--- config.mk ---
export PLATFORM = sky130hd
export DESIGN_NAME = crc_transmitter
export DESIGN_NICKNAME = d
export VERILOG_FILES = /design/src/rtl/crc_pkg.sv /design/src/rtl/crc_remainder.sv /design/src/rtl/crc_transmitter.sv
export SDC_FILE = /design/constraint.sdc
export NUM_CORES = 1
export LEC_CHECK = 0
export CAP_MARGIN = 20
export CELL_PAD_IN_SITES_DETAIL_PLACEMENT = 1
export CELL_PAD_IN_SITES_GLOBAL_PLACEMENT = 1
export CORE_AREA = 10 10 47 49
export DETAILED_ROUTE_END_ITERATION = 8
export DIE_AREA = 0 0 57 59
export GPL_ROUTABILITY_DRIVEN = 0
export PLACE_DENSITY_LB_ADDON = 0.1
export SETUP_SLACK_MARGIN = 0.3
export SLEW_MARGIN = 20
export SYNTH_ARGS = -nofsm -noshare
export SYNTH_HDL_FRONTEND = slang
export SYNTH_SLANG_ARGS = --single-unit
--- constraint.sdc ---
create_clock -name clk -period 0.8 [get_ports clk]
set_input_delay 0.16 -clock clk [delete_from_list [all_inputs] [get_ports clk]]
set_output_delay 0.16 -clock clk [all_outputs]
set_load 0.02 [all_outputs]
--- src/rtl/crc_pkg.sv ---
// ---------------------------------------------------------------------------
// crc_pkg
//   Shared constants and types for the CRC link (transmitter and checker).
//   Default configuration is CRC-3 over 4-bit data with generator x^3+x+1,
//   i.e. a systematic (7,4) cyclic code.
//
//   Contents:
//     BW, CRC_BW, POLY : default data width, remainder width, generator
//     CW               : codeword width (BW + CRC_BW)
//     data_t, rem_t, codeword_t : default-width vector types
//     poly_is_valid()  : checks that a generator has x^n and x^0 terms set
// ---------------------------------------------------------------------------
`timescale 1ns/1ps

package crc_pkg;

    localparam int BW     = 4;
    localparam int CRC_BW = 3;
    localparam int CW     = BW + CRC_BW;

    // Generator, MSB first, CRC_BW+1 bits (x^3 + x + 1).
    localparam logic [CRC_BW:0] POLY = 4'b1011;

    typedef logic [BW-1:0]     data_t;
    typedef logic [CRC_BW-1:0] rem_t;
    typedef logic [CW-1:0]     codeword_t;

    // A usable generator must have both its leading and constant term set;
    // without x^0 the code would just be a shifted copy of a shorter one.
    function automatic logic poly_is_valid(input logic [CRC_BW:0] p);
        return p[CRC_BW] & p[0];
    endfunction

endpackage : crc_pkg

--- src/rtl/crc_remainder.sv ---
// ---------------------------------------------------------------------------
// crc_remainder
//   Purely combinational CRC remainder generator:
//     rem = (data * x^CRC_BW) mod POLY over GF(2)
//   Implemented as a BW-iteration bitwise shift/XOR loop, MSB first, with an
//   initial remainder of zero, so every word is encoded independently.
//   Shared by the transmitter (encoding) and the receiver (checking).
//
//   Parameters:
//     BW     : data width
//     CRC_BW : remainder width (generator degree)
//     POLY   : generator, CRC_BW+1 bits, MSB first
//
//   Ports:
//     data   : input  [BW-1:0]     word to encode
//     rem    : output [CRC_BW-1:0] remainder
// ---------------------------------------------------------------------------
`timescale 1ns/1ps

module crc_remainder
    import crc_pkg::*;
#(
    parameter int                BW     = crc_pkg::BW,
    parameter int                CRC_BW = crc_pkg::CRC_BW,
    parameter logic [CRC_BW:0]   POLY   = crc_pkg::POLY
) (
    input  logic [BW-1:0]     data,
    output logic [CRC_BW-1:0] rem
);

    // The leading term is implicit: it is exactly the bit shifted out of the
    // remainder register, so only the lower CRC_BW bits are ever XORed in.
    localparam logic [CRC_BW-1:0] POLY_LOW = POLY[CRC_BW-1:0];

    logic [CRC_BW-1:0] rem_v;
    logic              fb;

    always_comb begin
        rem_v = '0;
        fb    = 1'b0;
        for (int i = BW - 1; i >= 0; i--) begin
            // Feeding the data bit in at the top is equivalent to long
            // division of {data, CRC_BW zeros} by POLY.
            fb    = data[i] ^ rem_v[CRC_BW-1];
            rem_v = rem_v << 1;
            if (fb) begin
                rem_v = rem_v ^ POLY_LOW;
            end
        end
        rem = rem_v;
    end

endmodule : crc_remainder

--- src/rtl/crc_transmitter.sv ---
// ---------------------------------------------------------------------------
// crc_transmitter
//   Transmit-side CRC encoder. Every rising edge it captures one data word
//   and registers the systematic codeword {data, remainder}. Full
//   throughput, one-cycle latency, no handshake.
//
//   Parameters:
//     BW, CRC_BW, POLY : see crc_remainder
//
//   Ports:
//     clk  : input                  system clock, rising-edge active
//     rstn : input                  asynchronous active-low reset
//     in   : input  [BW-1:0]        data word, sampled every rising edge
//     out  : output [BW+CRC_BW-1:0] registered codeword
//                                   out[BW+CRC_BW-1:CRC_BW] = data
//                                   out[CRC_BW-1:0]         = remainder
// ---------------------------------------------------------------------------
`timescale 1ns/1ps

module crc_transmitter
    import crc_pkg::*;
#(
    parameter int              BW     = crc_pkg::BW,
    parameter int              CRC_BW = crc_pkg::CRC_BW,
    parameter logic [CRC_BW:0] POLY   = crc_pkg::POLY
) (
    input  logic                   clk,
    input  logic                   rstn,
    input  logic [BW-1:0]          in,
    output logic [BW+CRC_BW-1:0]   out
);

    localparam int CW_W = BW + CRC_BW;

    logic [CRC_BW-1:0] rem_w;
    logic [CW_W-1:0]   out_d;
    logic [CW_W-1:0]   out_q;

    crc_remainder #(
        .BW     (BW),
        .CRC_BW (CRC_BW),
        .POLY   (POLY)
    ) u_rem (
        .data (in),
        .rem  (rem_w)
    );

    assign out_d = {in, rem_w};

    // The codeword register is the only state. All-zero on reset is also
    // the legal codeword of data 0, so the link sees a valid word at once.
    // Because nothing else is stored, an X word cannot leak into the next.
    always_ff @(posedge clk or negedge rstn) begin
        if (!rstn) begin
            out_q <= '0;
        end else begin
            out_q <= out_d;
        end
    end

    assign out = out_q;

endmodule : crc_transmitter

# --- After elaboration in Yosys (flattened, before gate mapping) ---
# Index checks and enable logic that the tools add are counted.
classes:
  n_mux: 4
  bitwise_logic: 6
ops:
  columns: ["op", "n"]
  rows:
  - ["two-way mux 2 bit", 4]
  - ["NOT 2 bit", 3]
  - ["bitwise XOR 1 bit", 2]
  - ["bitwise XOR 1 bit (second input constant)", 1]
totals:
  regBits: 7
  output_inout_bits: 7

# --- Depth between registers and ports, before layout ---
# Gate-level depths: netlist (run 1).
depth:
  word_depth: 7
  mapped_depth: 1
  ltp_nobuf: 1

# --- Modules after synthesis ---
# Synthesis (run 1) repeated with hierarchy kept, for this count alone.
hier_totals:
  cells_unflattened: 11
  area_unflattened_um2: 254.0
modules_own_cells:
  columns: ["module", "n_inst", "cells_each", "area_each_um2", "seq_area_each_um2"]
  rows:
  - ["crc_transmitter", 1, 7, 175.2, 175.2]
  - ["crc_remainder", 1, 4, 78.8, 0.0]

# --- Worst setup path before layout (run 1) ---
# Ideal clock, no wire load.
synth_path:
  kind: "input to register"
  start: "input port in[2]"
  end: "register out_q[0], in the netlist out[0]"
  setup_time_ns: 0.135
  arrival_ns: 0.518
  t_required_ns: 0.665
  setup_slack_ns: 0.146
  path_stages: 1
  path_buffers: 0
  cell_sequence: "xor3_1"
synth_via:
  elab_chain_len: 4
synth_lines:
  columns: ["item", "line_no", "source"]
  rows:
  - ["from (decl)", "crc_transmitter.sv:29", "input logic [BW-1:0] in,"]
  - ["bitwise XOR 1 bit", "crc_remainder.sv:44", "fb = data[i] ^ rem_v[CRC_BW-1];"]
  - ["two-way mux 2 bit", "crc_remainder.sv:46", "if (fb) begin"]
  - ["bitwise XOR 1 bit", "crc_remainder.sv:44", null]
  - ["two-way mux 2 bit", "crc_remainder.sv:46", null]
  - ["to (signal assigned)", "crc_transmitter.sv:57", "out_q <= out_d;"]
  - ["to (decl)", "crc_transmitter.sv:37", "logic [CW_W-1:0] out_q;"]
# No other way between the ends.

# --- Worst setup path after layout (run 1) ---
layout_path:
  start: "register out_q[0], in the netlist out[0]"
  end: "output port out[0]"
layout_lines:
  columns: ["item", "line_no", "source"]
  rows:
  - ["to (decl)", "crc_transmitter.sv:30", "output logic [BW+CRC_BW-1:0] out"]
# No word-level cell between the ends.

==> run summary, run 1 <==
outcome = complete, but fails checks
violated checks = negative setup slack
worst slew pin tran = 0.3067 ns
Final Hold Violating Endpoints = 0
critical path class = reg2out
clk sinks = 7
number of register bits inferred by synthesis = 7
crit path time final = 0.9081 ns
clock-pin slew reported for the worst setup and hold paths after clock tree synthesis = 0.05 ns
Row Count = 14
Slew HR = 79.49%
slowest CP cell = dfrtp_1
Net Sw Power = 214.2 uW
power per cell area = 2058 nW/um^2
antenna fix cells = 0
Critical Path AT = 0.75 ns
sum of buffers and inverters on the critical path = 1
dpl cells = 38
Sum Neg Setup Slack = -0.6882 ns
biggest fanout along the worst timing path = 1
post-synthesis cell area = 246.5 um^2
Syn Nets = 16
share of the core filled with cells = 32.05%
share of the yosys chip area belonging to registers = 71.07%
length of the first detailed-routing pass in iterations = 1
core area = 1401 um^2
post-layout net count = 35
count of buffers inserted at the top-level ports = 12
critical path data required time = 0.64 ns
vias in the first global route = 178
proportion of power drawn by combinational gates = 23.5%
number of routed nets with antenna violations = 0
die boundary width = 57 um
total wirelength of the detailed-routed design = 572 um
cell-by-cell trace of the critical path = buf_6
GR Util All Layers = 3.826%
cell class contributing the biggest share of worst-path delay = flip-flops
grt total ovfl = 0
worst hold path class = in2reg
number of antenna violations at the first check in global routing = 0
largest vdd supply drop = 0.5490 mV
commonest cells after routing, fill and taps aside = buf_6, dfrtp_1, xor3_1, clkbuf_4
total of endpoints with negative setup slack in the final report = 7
first-pass GRT wire length = 917 um
sort of element at the end of the critical path = output port
peak per-stage delay on the critical path = 0.37 ns
TritonCTS clock tree = done
fraction of power consumed by the clock network = 32.8%
Starting Density = 17.59%
die area = 3363 um^2
# Max-Cap Violations = 0
maximum frequency from static timing analysis = 1101 MHz
setup repair after global routing missed its margin = yes
Synth Instances = 10
Post-Synthesis Mean Instance Area = 24.65 um^2
Ys Warns = 0
switching power as a share of total power = 23.17%
total count of max-transition violations in the final report = 0
number of distinct standard cells referenced by the synthesized netlist = 2
CP Launch Type = register
crit path setup slack, layout = -0.1081 ns
largest net degree at the start of global routing = 8
sequential fraction of design power = 43.6%
final standard cell count with taps included and fillers excluded = 44
number of vias per cell after detailed routing = 3.386
root buffer cell = clkbuf_4
chip height = 59 um
fraction of the cycle the final worst path needs = 113.5%
total number of vias = 149
count of filler cells inserted in the layout = 152
most frequent standard cell in the layout excluding fill and tap cells = buf_6
Syn-to-layout area delta = 82.23%
detail-routed net length per standard cell = 13.00 um
CTS buffer count = 3
io pins = 13
Internal Power = 710.3 uW
drt drc = 0
DR iter-0 viols = 0
CTS HTree Levels = 1
# hold bufs at CTS = 0
maximum clock insertion buffer count = 2
layout cells sized above 1 = 57.14%
leakage power = 0.2250 nW
flip-flop count of the largest register after layout = 7
==> repair_timing <==
item | 4_1_cts | 5_1_grt
pin swaps | 2 | 1
setup buffers | 1 | 1
endpoints found under the setup margin | 14 | 8
resized for setup | 64 | 4
==> power groups by stage <==
stage	clock [mW]	combinational [mW]	sequential [mW]
2_1_floorplan	0	0.0409	0.447
3_5_place_dp	0	0.202	0.402
6_report	0.304	0.218	0.403
3_3_place_gp	0	0.200	0.403
4_1_cts	0.319	0.216	0.404
5_1_grt	0.354	0.230	0.407
==> final cells by class <==
type,instances,area [um^2],area share [%]
Timing Repair Buffer,14,156.4,34.82
Clock buffer,4,26.28,5.850
Sequential cell,7,175.2,39.00
Multi-Input combinational cell,3,71.32,15.88
Tap cell,16,20.02,4.457
==> metrics by stage <==
stage / power (mW) / area, um^2 / setup WS (ns) / hold WS, ns
final: 0.9245 / 449.2 / -0.1081 / 0.02417
after global routing: 0.9902 / 449.2 / -0.1534 / 0.01202
after CTS: 0.9390 / 437.9 / -0.1264 / 0.02741
after detailed placement: 0.6047 / 386.6 / -0.4720 / 0.4381
after global placement: 0.6025 / 386.6 / -0.4715 / 0.4416
after floorplan: 0.4879 / 246.5 / 0.1464 / -0.1356
==> logic make-up after synthesis <==
group / synth area share (%)
flip-flops: 71.07
XOR/XNOR: 28.93
==> per-layer routing <==
layer	vias up	global-route usage [%]	routed length, um
met4	0	3.020	0
met5	-	0	0
met3	0	3.219	92
li1	70	-	-
met1	64	4.710	283
met2	15	3.876	195
==> synth_stat cells <==
| cell | n | area share (%) |
|---|---|---|
| dfrtp_1 | 7 | 71 |
| xor3_1 | 3 | 29 |
==> final timing paths <==
check | start | endpoint | slack (ns) | depth (start not counted)
worst max-delay path | out[0]$_DFF_PN0_ | out[0] | -0.11 | 1
worst min-delay path | in[3] | out[6]$_DFF_PN0_ | 0.02 | 1
max in group asynchronous | rstn | out[5]$_DFF_PN0_ | 0.40 | 1
min in group asynchronous | rstn | out[6]$_DFF_PN0_ | 0.17 | 1
Power figures use the tool's default switching activity.
==> inputs of run 2 (changes only) <==
--- a/config.mk
+++ b/config.mk
@@ -14,7 +14,8 @@
 export GPL_ROUTABILITY_DRIVEN = 0
 export PLACE_DENSITY_LB_ADDON = 0.1
 export SETUP_SLACK_MARGIN = 0.3
-export SLEW_MARGIN = 20
+export SKIP_LAST_GASP = 1
+export SLEW_MARGIN = 0
 export SYNTH_ARGS = -nofsm -noshare
 export SYNTH_HDL_FRONTEND = slang
 export SYNTH_SLANG_ARGS = --single-unit
==> constraint.sdc (replaced) <==
create_clock -name clk -period 1.17 [get_ports clk]
set_input_delay 0.234 -clock clk [delete_from_list [all_inputs] [get_ports clk]]
set_output_delay 0.234 -clock clk [all_outputs]
set_load 0.02 [all_outputs]
==> run summary, run 2 (synthesis gave the netlist of run 1 again) <==
io pins = 13 (unchanged)
total number of vias = 140 (-6.0%)
switching power as a share of total power = 23.63% (+0.46 points)
number of vias per cell after detailed routing = 3.333 (-1.6%)
largest vdd supply drop = 0.2215 mV (-60%)
clk sinks = 7 (unchanged)
total cell area at the placement stage = 386.6 um^2 (unchanged)
commonest cells after routing, fill and taps aside = dfrtp_1, buf_6, dlygate4sd2_1
biggest fanout along the worst timing path = 1 (unchanged)
total count of max-transition violations in the final report = 0 (unchanged)
chip height = 59 um (unchanged)
dpl cells = 38 (unchanged)
flip-flop count of the largest register after layout = 7 (unchanged)
share of the core filled with cells = 29.73% (-2.3 points)
Internal Power = 472.7 uW (-33%)
layout cells sized above 1 = 38.46% (-19 points)
Critical Path AT = 0.74 ns (about the same)
DR iter-0 viols = 2 (+2)
Slew HR = 80.72% (+1.2 points)
outcome = finished clean
vias in the first global route = 176 (-1.1%)
maximum clock insertion buffer count = 2 (unchanged)
post-route cell area = 416.7 um^2 (-7.2%)
largest net degree at the start of global routing = 8 (unchanged)
die area = 3363 um^2 (unchanged)
grt total ovfl = 0 (unchanged)
Starting Density = 17.59% (unchanged)
number of routed nets with antenna violations = 0 (unchanged)
antenna fix cells = 0 (unchanged)
fraction of power consumed by the clock network = 34.1% (+1.3 points)
final hold slack = 0.2329 ns (+0.2087 ns)
sort of element at the end of the critical path = output port
root buffer cell = clkbuf_4
total of endpoints with negative setup slack in the final report = 0 (-7)
sequential fraction of design power = 44.5% (+0.9 points)
final standard cell count with taps included and fillers excluded = 42 (-4.5%)
worst slew pin tran = 0.2883 ns (-0.01845 ns)
CP Launch Type = register
drt drc = 0 (unchanged)
Syn-to-layout area delta = 69.04%
cell class contributing the biggest share of worst-path delay = flip-flops
post-layout net count = 33 (-5.7%)
peak per-stage delay on the critical path = 0.37 ns (about the same)
Row Count = 14 (unchanged)
TritonCTS clock tree = done
fraction of the cycle the final worst path needs = 83.65%
cell-by-cell trace of the critical path = buf_6
clock-pin slew reported for the worst setup and hold paths after clock tree synthesis = 0.05 ns (about the same)
sum of buffers and inverters on the critical path = 1 (unchanged)
GR Util All Layers = 3.699% (-0.13 points)
length of the first detailed-routing pass in iterations = 2 (+1)
total wirelength of the detailed-routed design = 519 um (-9.3%)
setup repair after global routing missed its margin = yes
Net Sw Power = 146.3 uW (-32%)
power per cell area = 1485 nW/um^2 (-28%)
slowest CP cell = dfrtp_1
number of antenna violations at the first check in global routing = 0 (unchanged)
critical path data required time = 0.94 ns (+0.30 ns)
count of buffers inserted at the top-level ports = 12 (unchanged)
core area = 1401 um^2 (unchanged)
proportion of power drawn by combinational gates = 21.5% (-2.0 points)
die boundary width = 57 um (unchanged)
Final Hold Violating Endpoints = 0 (unchanged)
critical path class = reg2out
leakage power = 0.2095 nW (-6.9%)
CTS buffer count = 3 (unchanged)
# Max-Cap Violations = 0 (unchanged)
maximum frequency from static timing analysis = 1022 MHz
first-pass GRT wire length = 841 um (-8.3%)
crit path time final = 0.9786 ns
worst hold path class = in2async
detail-routed net length per standard cell = 12.36 um (-4.9%)
CTS HTree Levels = 1 (unchanged)
## run 2: changes by cell type in the layout (fill, tap and decap cells not counted), sizes merged
cell	change
buf	-6
dlygate4sd2	+4
## run 2: worst max-delay path by stage
stage	start	endpoint	slack, ns	depth (start not counted)
2_1_floorplan	in[2]	out[0]$_DFF_PN0_	0.44	1
3_3_place_gp	in[2]	out[1]$_DFF_PN0_	-0.18	2
3_5_place_dp	in[2]	out[1]$_DFF_PN0_	-0.18	2
4_1_cts	out[6]$_DFF_PN0_	out[6]	0.18	1
5_1_grt	out[6]$_DFF_PN0_	out[6]	0.15	1
6_report	out[6]$_DFF_PN0_	out[6]	0.19	1
## run 2: per-layer routing
metal | vias to the layer above | track usage [%] | wire length, um
met1 | 59 | 3.753 | 252
li1 | 64 | - | -
met5 | - | 0 | 0
met4 | 0 | 5.034 | 23
met3 | 2 | 3.433 | 83
met2 | 15 | 3.566 | 158
## run 2: area by class of cell
type	count	area, um^2
fillers	154	984.7
repair buffers	12	123.9
clock buffers	4	26.28
flip-flops and latches	7	175.2
multi-input cells	3	71.32
well taps	16	20.02
## run 2: repair_timing
| item | 4_1_cts | 5_1_grt |
|---|---|---|
| endpoints found under the hold margin | 0 | 0 |
| endpoints found under the setup margin | 10 | 7 |
| hold buffers | 0 | 0 |
| setup buffers | 0 | 0 |
| cloned | 0 | 0 |
| gates resized for setup | 46 | 0 |
## run 2: per-stage QoR
stage               power (mW)  TNS, ns  setup slack [ns]
floorplan               0.3336        0            0.4424
global placement        0.4121  -0.5074           -0.1773
detailed placement      0.4100  -0.5306           -0.1781
CTS                     0.6304        0            0.1781
global route            0.6553        0            0.1527
finish                  0.6189        0            0.1914
## run 2: power by group through the flow
stage | combinational [mW] | sequential, mW | clock (mW)
6_report | 0.133 | 0.275 | 0.211
5_1_grt | 0.141 | 0.277 | 0.237
4_1_cts | 0.136 | 0.276 | 0.219
3_5_place_dp | 0.136 | 0.274 | 0
3_3_place_gp | 0.137 | 0.275 | 0
2_1_floorplan | 0.0279 | 0.306 | 0
==> inputs of run 3 (changes only) <==
==> constraint.sdc (replaced) <==
create_clock -name clk -period 1 [get_ports clk]
set_input_delay 0.2 -clock clk [delete_from_list [all_inputs] [get_ports clk]]
set_output_delay 0.2 -clock clk [all_outputs]
set_load 0.02 [all_outputs]
==> run summary, run 3 (synthesis gave the netlist of run 1 again) <==
Internal Power = 551.4 uW (+17%)
detailed route wirelength on metal3 = 87 um (+4.8%)
core area = 1401 um^2 (unchanged)
leakage power = 0.2053 nW (-2.0%)
critical path class = reg2out
Final Hold Violating Endpoints = 0 (unchanged)
GR Util All Layers = 3.828% (+0.13 points)
area of all sequential standard cells = 175.2 um^2 (unchanged)
slowest CP cell = dfrtp_1
DR iter-0 viols = 2 (unchanged)
highest metal layer with signal wires = met3
drt drc = 0 (unchanged)
met2 routed wirelength = 201 um (+27%)
number of routed nets with antenna violations = 0 (unchanged)
Syn-to-layout area delta = 64.97%
switching power as a share of total power = 23.86% (+0.23 points)
Slew HR = 78.75% (-2.0 points)
count of filler cells inserted in the layout = 151 (-1.9%)
worst hold path class = in2reg
worst slew pin tran = 0.3178 ns (+0.02947 ns)
Starting Density = 17.59% (unchanged)
antenna fix cells = 0 (unchanged)
die area = 3363 um^2 (unchanged)
pre-CTS setup slack = -0.3158 ns (-0.1377 ns)
cell count along the critical path = 1 (unchanged)
grt total ovfl = 0 (unchanged)
largest vdd supply drop = 0.4085 mV (+84%)
sequential fraction of design power = 44.7% (+0.2 points)
vias in the first global route = 184 (+4.5%)
peak per-stage delay on the critical path = 0.38 ns (about the same)
CTS HTree Levels = 1 (unchanged)
fraction of power consumed by the clock network = 34.0% (about the same)
total of endpoints with negative setup slack in the final report = 0 (unchanged)
final standard cell count with taps included and fillers excluded = 42 (unchanged)
first-pass GRT wire length = 917 um (+9.0%)
total wirelength of the detailed-routed design = 584 um (+13%)
biggest fanout along the worst timing path = 1 (unchanged)
detailed-route wire length on metal 1 = 295 um (+17%)
flip-flop count of the largest register after layout = 7 (unchanged)
fraction of the cycle the final worst path needs = 95.40%
layout cells sized above 1 = 50.00% (+12 points)
crit path time final = 0.9540 ns
sum of buffers and inverters on the critical path = 1 (unchanged)
area of combinational cells with multiple inputs = 71.32 um^2 (unchanged)
sort of element at the end of the critical path = output port
count of buffers inserted at the top-level ports = 12 (unchanged)
CP Launch Type = register
dpl cells = 38 (unchanged)
final hold slack = 0.1149 ns (-0.1180 ns)
cell class contributing the biggest share of worst-path delay = flip-flops
maximum clock insertion buffer count = 2 (unchanged)
outcome = finished clean
total cell area at the placement stage = 386.6 um^2 (unchanged)
post-route cell area = 406.6 um^2 (-2.4%)
critical path launch point = out[0]$_DFF_PN0_
total number of vias = 143 (+2.1%)
number of antenna violations at the first check in global routing = 0 (unchanged)
Post-CTS Setup Inserts = 0 (unchanged)
largest net degree at the start of global routing = 8 (unchanged)
number of vias per cell after detailed routing = 3.405 (+2.1%)
cell-by-cell trace of the critical path = buf_6
commonest cells after routing, fill and taps aside = dfrtp_1, buf_6, xor3_1, clkbuf_4, clkbuf_2
maximum frequency from static timing analysis = 1048 MHz
die boundary width = 57 um (unchanged)
Critical Path AT = 0.75 ns (about the same)
length of the first detailed-routing pass in iterations = 2 (unchanged)
TritonCTS clock tree = done
total count of max-transition violations in the final report = 0 (unchanged)
# Max-Cap Violations = 0 (unchanged)
CTS buffer count = 3 (unchanged)
crit path setup slack, layout = 0.04599 ns (-0.1454 ns)
last element of the critical path = out[0]
Row Count = 14 (unchanged)
chip height = 59 um (unchanged)
detail-routed net length per standard cell = 13.90 um (+13%)
setup repair after global routing missed its margin = yes
clock-pin slew reported for the worst setup and hold paths after clock tree synthesis = 0.05 ns (about the same)
io pins = 13 (unchanged)
post-layout net count = 33 (unchanged)
Net Sw Power = 172.8 uW (+18%)
proportion of power drawn by combinational gates = 21.3% (-0.2 points)
root buffer cell = clkbuf_4
critical path data required time = 0.80 ns (-0.14 ns)
clk sinks = 7 (unchanged)
power per cell area = 1781 nW/um^2 (+20%)
-- run 3: changes by cell type in the layout (fill, tap and decap cells not counted) --
cell,before,now
buf_2,0,1
clkbuf_2,0,2
clkdlybuf4s15_1,0,1
dlygate4sd2_1,4,0
-- run 3: final cells by class --
| class | count | area share, % |
|---|---|---|
| clock buffers | 4 | 6.462 |
| repair buffers | 12 | 28.00 |
| multi-input cells | 3 | 17.54 |
| well taps | 16 | 4.923 |
| flip-flops and latches | 7 | 43.08 |
-- run 3: metal layers --
layer  vias up  track usage, %
met5         -               0
met3         0           3.004
met2        13           3.876
li1         65               -
met1        65           4.474
met4         0           4.027
-- run 3: metrics by stage --
step	setup TNS [ns]	util (%)	power, mW
floorplan	0	-	0.3904
global placement	-1.693	27.59	0.4817
detailed placement	-1.713	27.59	0.4835
CTS	0	29.73	0.7460
global route	0	29.02	0.7744
finish	0	29.02	0.7243
-- run 3: what timing repair did --
action / 4_1_cts / 5_1_grt
gates cloned: 0 / 0
endpoints found under the setup margin: 10 / 9
hold buffers: 0 / 0
gates resized for setup: 52 / 2
pin swaps: 1 / 0
-- run 3: power groups by stage --
stage               combinational [mW]  sequential [mW]  clock, mW
floorplan                       0.0327            0.358          0
global placement                 0.160            0.322          0
detailed placement               0.160            0.323          0
CTS                              0.161            0.324      0.261
global route                     0.164            0.327      0.283
finish                           0.155            0.324      0.246
-- run 3: worst min-delay path by stage --
stage	start	end	slack, ns	cells past startpoint
floorplan	rstn	out[0]$_DFF_PN0_	-0.1	0
global placement	rstn	out[5]$_DFF_PN0_	0.48	1
detailed placement	rstn	out[4]$_DFF_PN0_	0.48	1
CTS	in[2]	out[5]$_DFF_PN0_	0.11	1
global route	in[2]	out[5]$_DFF_PN0_	0.11	1
finish	in[2]	out[5]$_DFF_PN0_	0.11	1
